File: src/rtl/mul4su_share_arb.sv
// Round-robin share of one 4x4 signed x unsigned multiplier among NREQ requesters; 2-cycle latency.
// Issue (A) and response (B) registers: rsp_ready=0 freezes B, A takes one more entry, then req_ready drops.
module mul4su_share_arb #(
  parameter int NREQ = 4,
  parameter int IDW  = 2
) (
  input  logic              clk,
  input  logic              rst_n,
  input  logic [NREQ-1:0]   req_valid,
  output logic [NREQ-1:0]   req_ready,
  input  logic [4*NREQ-1:0] req_s,
  input  logic [4*NREQ-1:0] req_u,
  output logic              rsp_valid,
  input  logic              rsp_ready,
  output logic [IDW-1:0]    rsp_id,
  output logic [7:0]        rsp_prod,
  output logic              busy
);

  logic [IDW-1:0] ptr_q, ptr_d;
  logic [3:0]     op_s_q, op_s_d;
  logic [3:0]     op_u_q, op_u_d;
  logic [IDW-1:0] op_id_q, op_id_d;
  logic           a_valid_q, a_valid_d;
  logic [7:0]     rsp_prod_q, rsp_prod_d;
  logic [IDW-1:0] rsp_id_q, rsp_id_d;
  logic           rsp_valid_q, rsp_valid_d;

  logic           b_ready, a_ready, arb_en;
  logic           gnt_found;
  logic [3:0]     gnt_s, gnt_u;
  logic [IDW-1:0] gnt_id;
  logic [7:0]     s_ext, u_ext, product;

  assign b_ready = !rsp_valid_q || rsp_ready;
  assign a_ready = !a_valid_q || b_ready;
  // No grant may be offered while reset is asserted, whatever the pipeline held.
  assign arb_en  = rst_n && a_ready;

  // Pass 0 scans ptr..NREQ-1, pass 1 scans 0..ptr-1: rotating priority with constant indices.
  always_comb begin
    gnt_found = 1'b0;
    gnt_s     = '0;
    gnt_u     = '0;
    gnt_id    = '0;
    req_ready = '0;
    if (arb_en) begin
      for (int p = 0; p < 2; p++) begin
        for (int i = 0; i < NREQ; i++) begin
          if (!gnt_found && req_valid[i] && ((p == 0) == (i >= int'(ptr_q)))) begin
            gnt_found    = 1'b1;
            gnt_s        = req_s[4*i +: 4];
            gnt_u        = req_u[4*i +: 4];
            gnt_id       = IDW'(i);
            req_ready[i] = 1'b1;
          end
        end
      end
    end
  end

  // Low 8 bits of the extended product are exact: the true result lies in -120..105.
  always_comb begin
    s_ext   = {{4{op_s_q[3]}}, op_s_q};
    u_ext   = {4'b0000, op_u_q};
    product = s_ext * u_ext;
  end

  always_comb begin
    ptr_d       = ptr_q;
    op_s_d      = op_s_q;
    op_u_d      = op_u_q;
    op_id_d     = op_id_q;
    a_valid_d   = a_valid_q;
    rsp_prod_d  = rsp_prod_q;
    rsp_id_d    = rsp_id_q;
    rsp_valid_d = rsp_valid_q;

    if (gnt_found) begin
      op_s_d    = gnt_s;
      op_u_d    = gnt_u;
      op_id_d   = gnt_id;
      a_valid_d = 1'b1;
      ptr_d     = (gnt_id == IDW'(NREQ - 1)) ? '0 : gnt_id + 1'b1;
    end else if (b_ready) begin
      a_valid_d = 1'b0;
    end

    if (a_valid_q && b_ready) begin
      rsp_prod_d  = product;
      rsp_id_d    = op_id_q;
      rsp_valid_d = 1'b1;
    end else if (rsp_ready) begin
      rsp_valid_d = 1'b0;
    end
  end

  always_ff @(posedge clk) begin
    if (!rst_n) begin
      ptr_q       <= '0;
      op_s_q      <= '0;
      op_u_q      <= '0;
      op_id_q     <= '0;
      a_valid_q   <= 1'b0;
      rsp_prod_q  <= '0;
      rsp_id_q    <= '0;
      rsp_valid_q <= 1'b0;
    end else begin
      ptr_q       <= ptr_d;
      op_s_q      <= op_s_d;
      op_u_q      <= op_u_d;
      op_id_q     <= op_id_d;
      a_valid_q   <= a_valid_d;
      rsp_prod_q  <= rsp_prod_d;
      rsp_id_q    <= rsp_id_d;
      rsp_valid_q <= rsp_valid_d;
    end
  end

  assign rsp_valid = rsp_valid_q;
  assign rsp_prod  = rsp_prod_q;
  assign rsp_id    = rsp_id_q;
  assign busy      = a_valid_q || rsp_valid_q;

endmodule

File: config.mk
export PLATFORM = sky130hd
export DESIGN_NAME = mul4su_share_arb
export DESIGN_NICKNAME = d
export VERILOG_FILES = /design/src/rtl/mul4su_share_arb.sv
export SDC_FILE = /design/constraint.sdc
export NUM_CORES = 1
export LEC_CHECK = 0
export BUFFER_PORTS_ARGS = -buffer_cell sky130_fd_sc_hd__buf_4
export CORE_MARGIN = 10
export CORE_UTILIZATION = 30
export DETAILED_ROUTE_END_ITERATION = 12
export HOLD_SLACK_MARGIN = 0.05
export PLACE_DENSITY_LB_ADDON = 0.3
export SLEW_MARGIN = 20
export SYNTH_ARGS = -nofsm -noshare
export SYNTH_HDL_FRONTEND = slang
export SYNTH_SLANG_ARGS = --single-unit
export TNS_END_PERCENT = 50
File: constraint.sdc
create_clock -name clk -period 2.9 [get_ports clk]
set_input_delay 0.435 -clock clk [delete_from_list [all_inputs] [get_ports clk]]
set_output_delay 0.435 -clock clk [all_outputs]
set_load 0.02 [all_outputs]
* After elaboration in Yosys (flattened, before gate mapping)
Cells that the tools add are included.
W data, S select, Z words.
** Cells by class
- Add/subtract/negate cells :: 1
- Multiply operators :: 1
- Order comparisons :: 3
- Equality and inequality tests :: 1
- Muxes and demuxes :: 49
- Bitwise operators :: 3
- Reduce and logical (&&, ||, !) cells :: 27
** Operator list (number)
- $mux W4 :: 17
- $mux W1 :: 25
- $logic_and A1 B1 Y1 :: 14
- $mux W2 :: 7
- $logic_not A1 Y1 :: 8
- $mul A4 B5 Y8 :: 1
- $ge A1 B2 Y1 const A :: 2
- $reduce_bool A2 Y1 :: 2
- $logic_or A1 B1 Y1 :: 3
- $not A1 Y1 :: 3
- $add A2 B1 Y2 const B :: 1
- $eq A2 B2 Y1 const B :: 1
- $ge A2 B2 Y1 const A :: 1
** Storage, ports and cells
- Flip-flop bits (word level) :: 24
- Input port bits :: 39
- Word-level logic and storage cells :: 93

* Logic depth before layout (Yosys ltp)
- Word-level depth :: 36
- Mapped depth :: 14
- Mapped depth without buffers :: 14

* Worst setup path before layout
No wires, ideal clock.
- Path type :: register -> register
- From :: register op_u_q[0]
- To :: register rsp_prod_q[7] (netlist: rsp_prod[7])
- Library setup time :: 0.122 ns
- Arrival :: 3.011 ns
- Data required time :: 2.778 ns
- Setup slack :: -0.232 ns
- Cell stages (with the launch flop) :: 14
- Buffers on the path :: 0
- Period minus slack after synthesis :: 3.132 ns
- Cells stage by stage :: dfxtp_1 > nand2b_1 > fa_1 > fa_1 > fa_1 > inv_1 > ha_1 > inv_1 > fa_1 > inv_1 > a21o_1 > a21oi_1 > xnor2_1 > o21ai_0
** On the way
- Word-level cells in the longest chain between the ends :: 1
** Ends and longest elaborated chain
- start: declaration :: RTL line 22 : logic [3:0] op_u_q, op_u_d;
- start signal: assignment :: RTL line 111 : op_u_q <= op_u_d;
- $mul A4 B5 Y8 :: RTL line 66 : product = s_ext * u_ext;
- end signal: assignment :: RTL line 114 : rsp_prod_q <= rsp_prod_d;
- end: declaration :: RTL line 25 : logic [7:0] rsp_prod_q, rsp_prod_d;
No other way between the ends.
A chain may end at the register's enable or synchronous reset.

* Worst setup path after layout
Ends and elaborated chain as after synthesis.

==> flow_metrics.env <==
export IMPL_outcome="finished with violations"
export IMPL_failed_checks="negative setup slack"
export IMPL_clock_sinks=24
export IMPL_grt_pass1_vias=2116
export IMPL_synth_top_area_cell="dfxtp_1"
export IMPL_clock_path_buffers=2
export IMPL_cpMaxStageDelayCell="fa_1"
export IMPL_path_common_cell="fa_1"
export IMPL_fp_dieH_um=103
export IMPL_io_pins=55
export IMPL_timing_final_crit_share_pct=105
export IMPL_post_synth_top_count_cell="dfxtp_1"
export IMPL_total_power_mw=1.24
export IMPL_synthTopCellsByCount="dfxtp_1, nand2_1, inv_1"
export IMPL_setup_violations_final=2
export IMPL_grt_pass1_wl_mm=10.5
export IMPL_maxSlewViolCount=0
export IMPL_cts_root_buf="clkbuf_8"
export IMPL_fin_cells=383
export IMPL_synthTopCellsByArea="dfxtp_1, ha_1, fa_1"
export IMPL_synth_flop_cell="dfxtp_1"
export IMPL_wl_per_cell_um=16.9
export IMPL_drv_cap=0
export IMPL_yosysUniqueCellTypes=51
export IMPL_vias_per_cell=5.43
export IMPL_arrival_ns=3.20
export IMPL_synth_top_area_share_pct=23.4
export IMPL_ys_async_sr_fraction_pct=0
export IMPL_num_vias=2078
export IMPL_setup_slack_ns=-0.135
export IMPL_core_rowCount=30
export IMPL_yosysWarningCount=0
export IMPL_cts_hold_buf=0
export IMPL_finalHoldViolations=0
export IMPL_dpl_worst_slack_ns=-0.127
export IMPL_portBuffers=54
export IMPL_die_area_sq_um=10600
export IMPL_netlist_instances=247
export IMPL_syn_area_sq_um=2060
export IMPL_worstSetupPathType="reg -> reg"
export IMPL_cts_htree_levels=1
export IMPL_cts_tree="yes"
export IMPL_finalSetupTns_ns=-0.268
export IMPL_dp_hpwl_mm=5.14
export IMPL_powerDensity_nw_per_um2=461
export IMPL_n_fill_cell=686
export IMPL_gp_congestion=0.853
export IMPL_finish_utilization_pct=40.0
export IMPL_cp_slowest_stage_delay_ns=0.54
export IMPL_crit_path_max_fanout=2
export IMPL_synth_edf_count=0
export IMPL_initial_utilization_pct=30.6
export IMPL_synth_avg_cell_area_sq_um=8.32
export IMPL_drt_iter0_drc=128
export IMPL_drt_pass1_iterations=4
export IMPL_rsz0062_at_grt="true"
export IMPL_numCtsBuffers=3
export IMPL_ys_seq_elements=24
export IMPL_finalClockSkew_ns=0.00642
export IMPL_fin_nets=364
export IMPL_area_growth_pct=30.6
export IMPL_end_kind="register"
export IMPL_dp_cells=378
export IMPL_critPathLaunchType="register"
export IMPL_drive_gt1_share_pct=32.7
export IMPL_clock_fmax_mhz=330
export IMPL_period_needed_ns=3.03
export IMPL_hold_class="in -> reg"
export IMPL_grt_usage_pct=12.4
export IMPL_clk_latency_ns=0.27
export IMPL_ant_nets=0
export IMPL_path_clk_slew_ns=0.08
export IMPL_antenna_found_initial=0
export IMPL_postSynthNetCount=307
export IMPL_ys_seq_area_share_pct=23.4
export IMPL_p_leak_nw=1.18
export IMPL_die_x_um=103
export IMPL_cp_required_ns=3.07
export IMPL_n_antenna_cell=0
export IMPL_tightest_slew_ns=0.718
export IMPL_grt_start_max_net_pins=18
export IMPL_postRouteWirelength_mm=6.46
export IMPL_relSlewSlack_pct=52.1
export IMPL_core_area_sq_um=6720
export IMPL_cp_cell_sequence="nand2b_4, fa_1, fa_1, fa_1, inv_1, ha_2, inv_2, fa_2, inv_1, a21o_1, a21oi_2, xnor2_1, o21ai_1"
export IMPL_globalRouteOverflowTotal=0
export IMPL_route_detailed_drc=0
export IMPL_ir_drop_mv=0.248
## per-layer routing
| metal | wire [um] | track usage [%] | part of all wire (%) | vias to the layer above |
|---|---|---|---|---|
| li1 | - | - | - | 1026 |
| met5 | 0 | 0 | 0 | - |
| met4 | 61 | 2.99 | 0.94 | 0 |
| met2 | 3120 | 21.2 | 48 | 70 |
| met1 | 2850 | 15.4 | 44 | 976 |
| met3 | 427 | 2.68 | 6.6 | 6 |
## through the flow
| stage | hold WS (ns) | instance area [sq um] |
|---|---|---|
| after global routing | 0.447 | 2690 |
| after global placement | 0.443 | 2590 |
| after CTS | 0.442 | 2660 |
| after floorplan | 0.427 | 2080 |
| final | 0.451 | 2690 |
| after detailed placement | 0.451 | 2590 |
## cell families (layout without fill, tap and decap cells)
family,Yosys count,after routing,synth area share [%]
XOR/XNOR,5,5,2.13
AND/OR/NAND/NOR,78,78,22.0
flip-flops,24,24,23.4
AO/OA/AOI/OAI,87,87,30.8
buffers and inverters,31,87,6.51
multiplexers,1,1,0.548
adder cells (fa/ha/maj),21,21,14.6
## layout by cell type, fill, tap and decap left out, types with 2 or more instances in the layout
cell,netlist,final
o21ai_0,3,2
dfxtp_1,24,20
buf_4,2,64
a21oi_1,16,14
nor2_1,13,13
a21o_1,3,3
inv_2,1,2
and3b_1,7,7
nand3_1,6,6
a211oi_2,1,2
inv_1,18,17
nand2b_1,6,5
ha_1,16,15
xnor2_1,4,3
nor3_1,2,2
nor2_2,2,2
o22ai_1,7,7
a22oi_1,7,7
nand2_1,23,22
o22a_1,8,8
or2_1,2,2
or2_2,2,2
a31oi_1,7,7
o221ai_1,7,7
fa_1,5,4
and2_1,7,7
o31ai_1,2,2
o21ai_1,8,9
dfxtp_2,0,4
a21oi_2,0,2
a221oi_1,8,8
clkbuf_8,0,3
## worst max-delay path: cells and delay by family (launching register included)
family,cells,cell delay [ns]
AO/OA/AOI/OAI,3,0.25
XOR/XNOR,1,0.15
adder cells (fa/ha/maj),5,1.93
buffers and inverters,3,0.16
flip-flops,1,0.32
AND/OR/NAND/NOR,1,0.13
## final cells by class
type	count	area, sq um	share of cell area (%)
clock inverters	1	30.0	1.12
clock buffers	3	41.3	1.54
well taps	80	100	3.73
flip-flops and latches	24	485	18.1
repair buffers	64	480	17.9
multi-input cells	192	1480	55.0
inverters	19	71.3	2.66
## registers in the layout, summed over array words and instances (netlist names)
| register | count |
|---|---|
| rsp_prod | 8 |
| a_valid_q | 1 |
| op_id_q | 2 |
| rsp_valid | 1 |
| op_u_q | 4 |
| op_s_q | 4 |
| rsp_id | 2 |
| ptr_q | 2 |
## power breakdown
group | internal (mW) | switching [mW]
Sequential | 0.375 | 0.0501
Clock | 0.185 | 0.113
Combinational | 0.244 | 0.271
Total | 0.803 | 0.434
## path summary, 6_finish.rpt
check / start / end / slack (ns) / cells after the start
min: rst_n / op_id_q[1] / 0.45 / 2
max: op_u_q[0] / rsp_prod[7] / -0.13 / 13
max reg2reg: op_u_q[0] / rsp_prod[7] / -0.13 / 13
min reg2reg: rsp_prod[3] / rsp_prod[3] / 0.46 / 2
## repair_timing
| action | CTS | global route |
|---|---|---|
| hold endpoints to repair | 0 | 0 |
| pin swaps | 0 | 6 |
| setup buffers | 0 | 1 |
| resized for setup | 0 | 3 |
| setup endpoints to repair | 2 | 4 |
No activity file was read; power rests on OpenSTA's default activity.
